## config.mk

```make
export PLATFORM = sky130hd
export DESIGN_NAME = button_reader
export DESIGN_NICKNAME = d
export VERILOG_FILES = /design/src/rtl/button_reader.sv
export SDC_FILE = /design/constraint.sdc
export NUM_CORES = 1
export LEC_CHECK = 0
export CAP_MARGIN = 20
export CORE_ASPECT_RATIO = 1.4
export CORE_MARGIN = 1.5
export CORE_UTILIZATION = 31
export CTS_BUF_LIST = sky130_fd_sc_hd__clkbuf_16
export CTS_CLUSTER_SIZE = 40
export DETAILED_ROUTE_END_ITERATION = 12
export GPL_TIMING_DRIVEN = 0
export HOLD_SLACK_MARGIN = 0.06
export PLACE_DENSITY = 0.54
export SYNTH_ARGS = -nofsm -noshare
export SYNTH_HDL_FRONTEND = slang
export SYNTH_SLANG_ARGS = --single-unit
```

## constraint.sdc

```tcl
create_clock -name clk -period 3.7 [get_ports clk]
set_input_delay 0.74 -clock clk [delete_from_list [all_inputs] [get_ports clk]]
set_output_delay 0.74 -clock clk [all_outputs]
set_load 0.005 [all_outputs]
```

## src/rtl/button_reader.sv

```systemverilog
// rtl/button_reader.sv - three-button debouncer with press/release pulses and press counter
//
// Purpose: synchronizes three raw pushbutton inputs, samples them on a slow
// prescaled tick, and accepts a level change only after STABLE_SAMPLES
// consecutive equal samples. Emits one-cycle press/release pulses and keeps
// a modulo-256 running total of accepted presses.
//
// Ports:
//   clk         - system clock, all logic on posedge
//   rst         - synchronous active-high reset
//   btn[2:0]    - raw asynchronous button levels, 1 = pressed
//   btn_level   - debounced level per button
//   btn_press   - one-cycle pulse on accepted 0->1 change
//   btn_release - one-cycle pulse on accepted 1->0 change
//   press_cnt   - running total of accepted presses, all buttons, mod 256
//   tick        - one-cycle sample strobe
module button_reader #(
  parameter int PRESCALE_BITS  = 14,
  parameter int STABLE_SAMPLES = 4
) (
  input  logic       clk,
  input  logic       rst,
  input  logic [2:0] btn,
  output logic [2:0] btn_level,
  output logic [2:0] btn_press,
  output logic [2:0] btn_release,
  output logic [7:0] press_cnt,
  output logic       tick
);

  typedef enum logic [1:0] {
    IDLE      = 2'd0,
    ARMING    = 2'd1,
    HELD      = 2'd2,
    DISARMING = 2'd3
  } state_t;

  localparam logic [4:0]               STABLE_LIM = 5'(STABLE_SAMPLES);
  localparam logic [PRESCALE_BITS-1:0] PRE_ONE    = {{(PRESCALE_BITS-1){1'b0}}, 1'b1};

  logic [2:0]               sync1;
  logic [2:0]               sync2;
  logic [PRESCALE_BITS-1:0] prescale;
  logic                     msb_q;
  state_t                   state      [3];
  logic [3:0]               stable_cnt [3];

  // Synchronizers, free-running prescaler and tick strobe. The tick is
  // registered from the MSB carry (registered MSB 1, live MSB 0), so it lands
  // one cycle after the prescaler wraps.
  always_ff @(posedge clk) begin
    if (rst) begin
      sync1    <= '0;
      sync2    <= '0;
      prescale <= '0;
      msb_q    <= 1'b0;
      tick     <= 1'b0;
    end else begin
      sync1    <= btn;
      sync2    <= sync1;
      prescale <= prescale + PRE_ONE;
      msb_q    <= prescale[PRESCALE_BITS-1];
      tick     <= msb_q & ~prescale[PRESCALE_BITS-1];
    end
  end

  // Per-button acceptance FSMs. They only advance on tick cycles, so the
  // press/release pulses they raise appear solely in the cycle after a tick.
  always_ff @(posedge clk) begin
    if (rst) begin
      for (int i = 0; i < 3; i++) begin
        state[i]      <= IDLE;
        stable_cnt[i] <= 4'd0;
      end
      btn_level   <= '0;
      btn_press   <= '0;
      btn_release <= '0;
    end else begin
      btn_press   <= '0;
      btn_release <= '0;
      if (tick) begin
        for (int i = 0; i < 3; i++) begin
          case (state[i])
            IDLE: begin
              if (sync2[i]) begin
                state[i]      <= ARMING;
                stable_cnt[i] <= 4'd1;
              end
            end
            ARMING: begin
              if (!sync2[i]) begin
                state[i]      <= IDLE;
                stable_cnt[i] <= 4'd0;
              end else if (({1'b0, stable_cnt[i]} + 5'd1) == STABLE_LIM) begin
                state[i]      <= HELD;
                stable_cnt[i] <= 4'd0;
                btn_press[i]  <= 1'b1;
                btn_level[i]  <= 1'b1;
              end else begin
                stable_cnt[i] <= stable_cnt[i] + 4'd1;
              end
            end
            HELD: begin
              if (!sync2[i]) begin
                state[i]      <= DISARMING;
                stable_cnt[i] <= 4'd1;
              end
            end
            DISARMING: begin
              // A single high sample cancels the release; level stays 1.
              if (sync2[i]) begin
                state[i]      <= HELD;
                stable_cnt[i] <= 4'd0;
              end else if (({1'b0, stable_cnt[i]} + 5'd1) == STABLE_LIM) begin
                state[i]       <= IDLE;
                stable_cnt[i]  <= 4'd0;
                btn_release[i] <= 1'b1;
                btn_level[i]   <= 1'b0;
              end else begin
                stable_cnt[i] <= stable_cnt[i] + 4'd1;
              end
            end
            default: begin
              state[i]      <= IDLE;
              stable_cnt[i] <= 4'd0;
            end
          endcase
        end
      end
    end
  end

  // Press total: adds the number of simultaneous press pulses, wrapping at 256.
  always_ff @(posedge clk) begin
    if (rst) begin
      press_cnt <= 8'h00;
    end else begin
      press_cnt <= press_cnt + {7'd0, btn_press[0]} + {7'd0, btn_press[1]}
                             + {7'd0, btn_press[2]};
    end
  end

endmodule

```

# Yosys cells after proc, flatten, opt, wreduce, memory -nomap -nowiden
# Memories as Yosys holds them, arrays and structs flattened.
# Cells that the tools add are included.
op_classes:
  n_mux: 179
  bitwise: 45
  add_sub_neg: 10
  n_eq_ne: 24
  n_reduce_logical: 10
ops:
  columns: ["operator", "count"]
  rows:
  - ["two-way mux 1 bit", 134]
  - ["two-way mux 4 bit", 24]
  - ["bitwise OR 1 bit", 42]
  - ["two-way mux 2 bit", 18]
  - ["adder 8 x 1 -> 8 bit", 3]
  - ["!= test 2 bit (second input constant)", 12]
  - ["AND reduction 6 bit", 3]
  - ["adder 4 x 1 -> 5 bit (second input constant)", 3]
  - ["== test 5 x 3 -> 1 bit (second input constant)", 3]
  - ["adder 14 x 1 -> 14 bit (second input constant)", 1]
  - ["adder 4 x 1 -> 4 bit (second input constant)", 3]
  - ["== test 2 bit (second input constant)", 6]
  - ["== test 2 x 1 -> 1 bit (second input constant)", 3]
  - ["zero test 2 bit", 3]
  - ["one-hot mux 1 bit (2 select lines)", 3]
  - ["nonzero test 2 bit", 3]
  - ["NOT 1 bit", 2]
  - ["OR reduction 2 bit", 1]
  - ["bitwise AND 1 bit", 1]
totals:
  inputBits: 5
  elab_cells: 281
  out_inout_bits: 18
  reg_bits: 39
  memories: 2
  ramBits: 18
memory_table:
  columns: ["memory", "words", "width", "rd", "rd_clocked_by_memory_dff", "write_ports", "line_no", "text"]
  rows:
  - ["stable_cnt", 3, 4, 3, 0, 3, "46", "logic [3:0] stable_cnt [3];"]
  - ["state", 3, 2, 3, 0, 3, "45", "state_t state [3];"]

# Longest topological paths before layout
# Gate-level depths: netlist of run 1.
logic_depth:
  ltp_word: 14
  ltp_mapped: 6
  ltp_nobuf: 6

# Least setup slack after synthesis of run 1
# No wires, ideal clock.
synth_timing:
  kind: "input-to-reg"
  from: "in rst"
  to: "mem stable_cnt[0][0] (enable)"
  arrival_time_ns: 1.538
  slack_ns: 1.852
  cell_stages: 4
  setup_ns: 0.310
  cell_sequence: "nand2b_1 -> a21o_1 -> o21bai_1 -> nand2b_1"
synth_rtl:
  columns: ["element", "line_no", "text"]
  rows:
  - ["start: declaration", "22", "input logic rst,"]
  - ["end: declaration", "46", null]

==> out/metrics.csv, run 1 <==
stage,metric,value,unit
status,outcome,"finished, final reports clean",
sta,RSZ-0062 raised after global routing,false,
synth,Post-Syn Area per Cell,10.0,um2
critical_path,Max stage delay on crit path,530,ps
sta,Worst Skew,3.32,ps
sta,Final min period,2330,ps
synth,xor and xnor area share after synthesis,9.26,%
critical_path,crit end category,register,
route,ANT nets after route,0,
cts,root buf cell,clkbuf_16,
floorplan,starting density of the core,31.7,%
floorplan,die area,8790,um2
floorplan,Die Height,110,um
global_routing,grt total ovfl,0,
pwr,Pint,0.00118,W
sta,final hold violations,0,
synth,Yosys top cell by area,dfxtp_1,
synth,Post-synth ARST share,0,%
floorplan,FP Rows,39,
floorplan,core region area,8050,um2
synth,post-synthesis simple-gate area fraction,23.5,%
route,vias per cell,4.67,
pwr,Max IR drop VDD,0.255,mV
synth,Compound-Gate Fraction of Synth Area,8.77,%
critical_path,CP startpoint kind,primary input,
synth,Post-Synthesis Cells,254,
global_routing,largest net degree at the start of global routing,11,
cts,post_cts resized,0,
synth,Adder-Cell Fraction of Synth Area,4.51,%
global_routing,Global Route Usage Sum,12.9,%
pwr,Sequential Power Share,45.1,%
pwr,Comb pwr share,3.3,%
pwr,pwr/cell area,466,nW/um2
route,WL/cell,12.4,um
sta,Rel. slew slack,46.6,%
sta,final setup TNS,0,ps
cts,"Setup Fix Bufs, Post-CTS",0,
route,DR DRC count,0,
final_layout,nets@finish,300,
cts,Max clock buf depth,2,
cts,CTS tree,yes,
route,WL final,4.87,mm
pwr,sw power,0.000297,W
synth,synthesis warning total,0,
final_layout,Area Growth Syn to Fin,24.6,%
synth,multiplexer area fraction after synthesis,0,%
synth,Post-Syn Nets,267,
cts,clk_lat worst skew,320,ps
critical_path,cells along the critical path,clkdlybuf4s50_1 > nand2b_1 > a21o_1 > o21bai_1 > nand2b_1,
route,initial drt markers,58,
cts,CTS sink cnt,57,
cts,CTS Hold Bufs,0,
critical_path,CP Launch Point,rst,
final_layout,ant diodes,0,
critical_path,r2r startpoint,stable_cnt[0][0]$_SDFFCE_PN0P_,
pwr,Clk pwr share,51.6,%
sta,worst setup margin,1370,ps
synth,post-synth cell types,37,
synth,largest family of logic cells by synthesized area,simple AND/OR/NAND/NOR gates,
sta,Final period util,63.1,%
placed_design,HPWL Detailed,3.52,mm
floorplan,IO Count,23,
sta,# setup viols final,0,
sta,Slew @ Worst Pin,800,ps
synth,Post-synth EDFFs,18,
critical_path,slowest cell on the critical path,clkdlybuf4s50_1,
route,1st-pass router iterations,4,
pwr,LEAKAGE,1.17,nW
critical_path,Crit Path Category,in2reg,
job,max_cap viols,0,
worst_hold_path,worst min-delay path category,reg2reg,
cts,CTS buffer count,9,
sta,Max Slew Vio Count,0,
final_layout,layout cells sized above 1,8.56,%
cts,clock slew at reported path FFs,50,ps
synth,commonest cells in the synthesized netlist,"dfxtp_1, nor2_1, edfxtp_1, xor2_1",
synth,"Top FF cell, synth",dfxtp_1,
cts,H-tree depth,3,
critical_path,Crit path top cell by count,nand2b_1,
synth,area share of the largest cell type after synthesis,30.6,%
placed_design,"worst slack, placed",1040,ps
placed_design,port bufs,22,
floorplan,DIE WIDTH,79.7,um
synth,"flops & latches, synth",57,
global_routing,global-route wire length before repair,8.54,mm
synth,mapped cell area,2550,um2
critical_path,crit path max fanout,7,
synth,sequential cell area fraction in the yosys report,51.8,%
pwr,switch share,20.1,%
sta,FMAX,429,MHz
critical_path,Critical Path RT,3720,ps
synth,most numerous cell in the Yosys netlist,dfxtp_1,
global_routing,initial antenna violation count,0,
worst_hold_path,hold path start,prescale[0]$_SDFF_PP0_,
route,Vias,1839,
critical_path,crit path DAT,2350,ps
global_routing,vias in the first global route,1901,
synth,ranking of synthesized cells by area,"dfxtp_1, edfxtp_1, xor2_1",
placed_design,routability cong.,0.729,
worst max-delay path, delay by kind of cell:
kind                   cells  cell delay, ps
AOI/OAI and AO/OA          2             500
and+or+nand+nor            2             580
buffers and inverters      1             530
worst paths after layout:
path,slack [ps],to,cells past startpoint
setup / recovery,1370,stable_cnt[1][2]$_SDFFCE_PN0P_,5
hold / removal,430,prescale[0]$_SDFF_PP0_,1
hold reg to reg,430,prescale[0]$_SDFF_PP0_,1
setup reg to reg,1510,stable_cnt[0][3]$_SDFFCE_PN0P_,5
layout make-up:
cell class	count	area, um2
clock buffer	9	225
sequential	57	1320
buffer	8	32.5
inverter	6	22.5
clock inverter	7	53.8
tap	102	128
timing repair buffer	22	220
fill	830	4870
multi-input combinational	183	1180
per-stage QoR:
step	hold slack, ps	utilization [%]	power, W	instances	area, um2
3_3_place_gp	418	36.0	0.000729	378	2900
5_1_grt	464	39.5	0.00154	394	3180
6_report	433	39.5	0.00148	394	3180
4_1_cts	435	39.5	0.00151	394	3180
2_1_floorplan	398	-	0.000712	254	2550
3_5_place_dp	424	36.0	0.000729	378	2900
power groups by stage:
stage	clock, W	combinational, W	sequential [W]
floorplan	0	0.0000345	0.000678
global placement	0	0.0000484	0.000680
detailed placement	0	0.0000484	0.000681
CTS	0.000792	0.0000488	0.000669
global route	0.000817	0.0000554	0.000670
finish	0.000765	0.0000482	0.000669
registers in the layout, summed over array words and instances, names as in the netlist:
name,flops
prescale,14
state,6
sync1,3
tick,1
msb_q,1
btn_level,3
sync2,3
btn_release,3
press_cnt,8
stable_cnt,12
btn_press,3
cells by family (layout without fill, tap and decap cells):
family,Yosys count,count (layout)
AND/OR/NAND/NOR,113,113
flip-flops,57,57
adder cells (fa/ha/maj),8,8
buffers and inverters,14,52
XOR/XNOR,27,27
AO/OA/AOI/OAI,35,35
metal layers:
metal / share of wire [%] / up-vias / GRT usage, %
met1: 44 / 860 / 13.7
met3: 3.7 / 14 / 4.44
li1: - / 941 / -
met2: 49 / 24 / 21.6
met5: 0 / - / 0
met4: 3.3 / 0 / 8.27
cell usage in the layout, fill, tap and decap left out, types with 3 or more instances in the layout:
master	synthesis	routed
edfxtp_1	18	18
nor2_1	32	32
and4_1	4	4
nor3_1	3	3
clkdlybuf4s50_1	0	22
nor2b_1	12	12
nor3b_1	5	5
xor2_1	17	17
a21o_1	3	3
clkbuf_1	6	6
nand2b_1	4	4
a21oi_1	13	13
inv_1	6	8
or2_2	6	6
nand2_1	15	15
clkinv_1	0	3
and3_1	5	5
o21ai_0	8	8
dfxtp_1	39	39
xnor2_1	10	10
nand3_1	15	15
ha_1	6	6
clkbuf_16	0	9
No activity file was read; power rests on OpenSTA's default activity.
==> run 2: changes to the inputs <==
==> constraint.sdc (replaced) <==
create_clock -name clk -period 2.2 [get_ports clk]
set_input_delay 0.44 -clock clk [delete_from_list [all_inputs] [get_ports clk]]
set_output_delay 0.44 -clock clk [all_outputs]
set_load 0.005 [all_outputs]
==> run 2 against run 1 <==
Against the previous run: combinational power is 68% higher; die area stayed put; sequential share of layout area is 0.065 points lower; count of clock-buffer cells in the layout stayed put; sequential power is 69% higher; critical path depth stayed put.
==> out/metrics.csv, run 2 (synthesized netlist as in run 1, its figures left out) <==
stage,metric,value,unit,change
status,outcome,"finished, final reports clean",,
floorplan,IO Count,23,,unchanged
pwr,sw power,0.000500,W,+68%
cts,CTS sink cnt,57,,unchanged
critical_path,flop-to-flop setup slack,170,ps,-1340 ps
cts,clk_lat worst skew,320,ps,about the same
route,Vias,1841,,+0.11%
route,vias per cell,4.67,,+0.11%
global_routing,global-route wire length before repair,8.54,mm,unchanged
sta,Final min period,2030,ps,
floorplan,FP Rows,39,,unchanged
route,DR DRC count,0,,unchanged
global_routing,largest net degree at the start of global routing,11,,unchanged
cts,clock slew at reported path FFs,50,ps,about the same
floorplan,die area,8790,um2,unchanged
final_layout,"commonest cells after routing, fill and taps aside","dfxtp_1, nor2_1, clkdlybuf4s50_1",,
pwr,switch share,20.1,%,about the same
critical_path,Crit Path Category,in2reg,,
final_layout,layout cells sized above 1,8.90,%,+0.34 points
sta,Max Slew Vio Count,0,,unchanged
floorplan,core region area,8050,um2,unchanged
cts,H-tree depth,3,,unchanged
global_routing,Global Route Usage Sum,12.9,%,unchanged
placed_design,port bufs,22,,unchanged
global_routing,grt total ovfl,0,,unchanged
sta,final setup TNS,0,ps,unchanged
pwr,Clk pwr share,51.6,%,about the same
final_layout,max reg flops,14,,unchanged
critical_path,crit path max fanout,7,,unchanged
global_routing,vias in the first global route,1901,,unchanged
global_routing,initial antenna violation count,0,,unchanged
pwr,Sequential Power Share,45.1,%,about the same
critical_path,CP startpoint kind,primary input,,
sta,# setup viols final,0,,unchanged
floorplan,DIE WIDTH,79.7,um,unchanged
route,initial drt markers,58,,unchanged
cts,CTS buffer count,9,,unchanged
cts,root buf cell,clkbuf_16,,
route,1st-pass router iterations,4,,unchanged
cts,CTS tree,yes,,
pwr,Pint,0.00199,W,+68%
placed_design,HPWL Detailed,3.52,mm,unchanged
pwr,pwr/cell area,783,nW/um2,+68%
sta,Final period util,92.4,%,
placed_design,routability cong.,0.729,,unchanged
critical_path,crit end category,register,,
final_layout,Area Growth Syn to Fin,24.8,%,
final_layout,nets@finish,300,,unchanged
pwr,Comb pwr share,3.3,%,about the same
cts,Max clock buf depth,2,,unchanged
sta,Worst Skew,3.32,ps,unchanged
sta,Final Hold Slack,433,ps,unchanged
floorplan,Die Height,110,um,unchanged
sta,Slew @ Worst Pin,693,ps,-107 ps
final_layout,"most common cell after layout, fill and taps aside",dfxtp_1,,
sta,Rel. slew slack,53.7,%,+7.2 points
sta,worst setup margin,167,ps,-1200 ps
route,WL final,4.88,mm,about the same
sta,FMAX,492,MHz,
job,max_cap viols,0,,unchanged
sta,final hold violations,0,,unchanged
final_layout,ant diodes,0,,unchanged
sta,RSZ-0062 raised after global routing,false,,
route,ANT nets after route,0,,unchanged
worst_hold_path,worst min-delay path category,reg2reg,,
final_layout,largest register by flop count,prescale,,
placed_design,"worst slack, placed",-164,ps,-1200 ps
critical_path,Critical Path RT,2220,ps,-1500 ps
pwr,LEAKAGE,1.17,nW,+0.18%
critical_path,crit path DAT,2050,ps,-300 ps
final_layout,largest registers,"prescale: 14 flops, stable_cnt: 12 flops, press_cnt: 8 flops",,
route,WL/cell,12.4,um,about the same
pwr,Max IR drop VDD,0.429,mV,+68%
cts,"Setup Fix Bufs, Post-CTS",0,,unchanged
floorplan,starting density of the core,31.7,%,unchanged
final_layout,final core occ,39.5,%,+0.062 points
pwr,total chip power,0.00249,W,+68%
run 2: cell types whose count changed in the layout (fill, tap and decap cells not counted):
cell and delta:
nor3b_2 +1, nor3b_1 -1
run 2: what timing repair did:
item                                    CTS  global route
hold buffers                              0             0
gates resized for setup                   0             1
endpoints found under the setup margin    0             4
run 2: final cells by class:
class / count / area (um2)
plain buffers: 8 / 32.5
clock buffers: 9 / 225
clock inverters: 7 / 53.8
fillers: 831 / 4870
inverters: 6 / 22.5
multi-input cells: 183 / 1180
flip-flops and latches: 57 / 1320
well taps: 102 / 128
repair buffers: 22 / 220
run 2: worst max-delay path, stage by stage:
cell and delay (ps):
clkdlybuf4s50_1 530, nand2b_1 320, a21o_1 230, o21bai_1 270, nand2b_1 260
run 2: metrics by stage:
stage | cell area (um2) | std cells
finish | 3180 | 394
global route | 3180 | 394
CTS | 3180 | 394
detailed placement | 2900 | 378
global placement | 2900 | 378
floorplan | 2550 | 254
run 2: worst paths after layout:
| kind | from | endpoint | depth (start not counted) |
|---|---|---|---|
| max | rst | stable_cnt[1][2]$_SDFFCE_PN0P_ | 5 |
| min | prescale[0]$_SDFF_PP0_ | prescale[0]$_SDFF_PP0_ | 1 |
| max reg2reg | stable_cnt[2][0]$_DFFE_PP_ | state[2][0]$_DFFE_PP_ | 5 |
| min reg2reg | prescale[0]$_SDFF_PP0_ | prescale[0]$_SDFF_PP0_ | 1 |
run 2: power groups by stage:
stage / clock network [W] / logic [W] / registers, W
floorplan: 0 / 0.0000580 / 0.00114
global placement: 0 / 0.0000814 / 0.00114
detailed placement: 0 / 0.0000814 / 0.00114
CTS: 0.00133 / 0.0000821 / 0.00112
global route: 0.00137 / 0.0000933 / 0.00113
finish: 0.00129 / 0.0000812 / 0.00113
run 2: metal layers:
layer	global-route usage [%]	share of wire [%]
met1	13.7	43
met2	21.6	50
met3	4.44	3.7
met4	8.27	3.3
met5	0	0
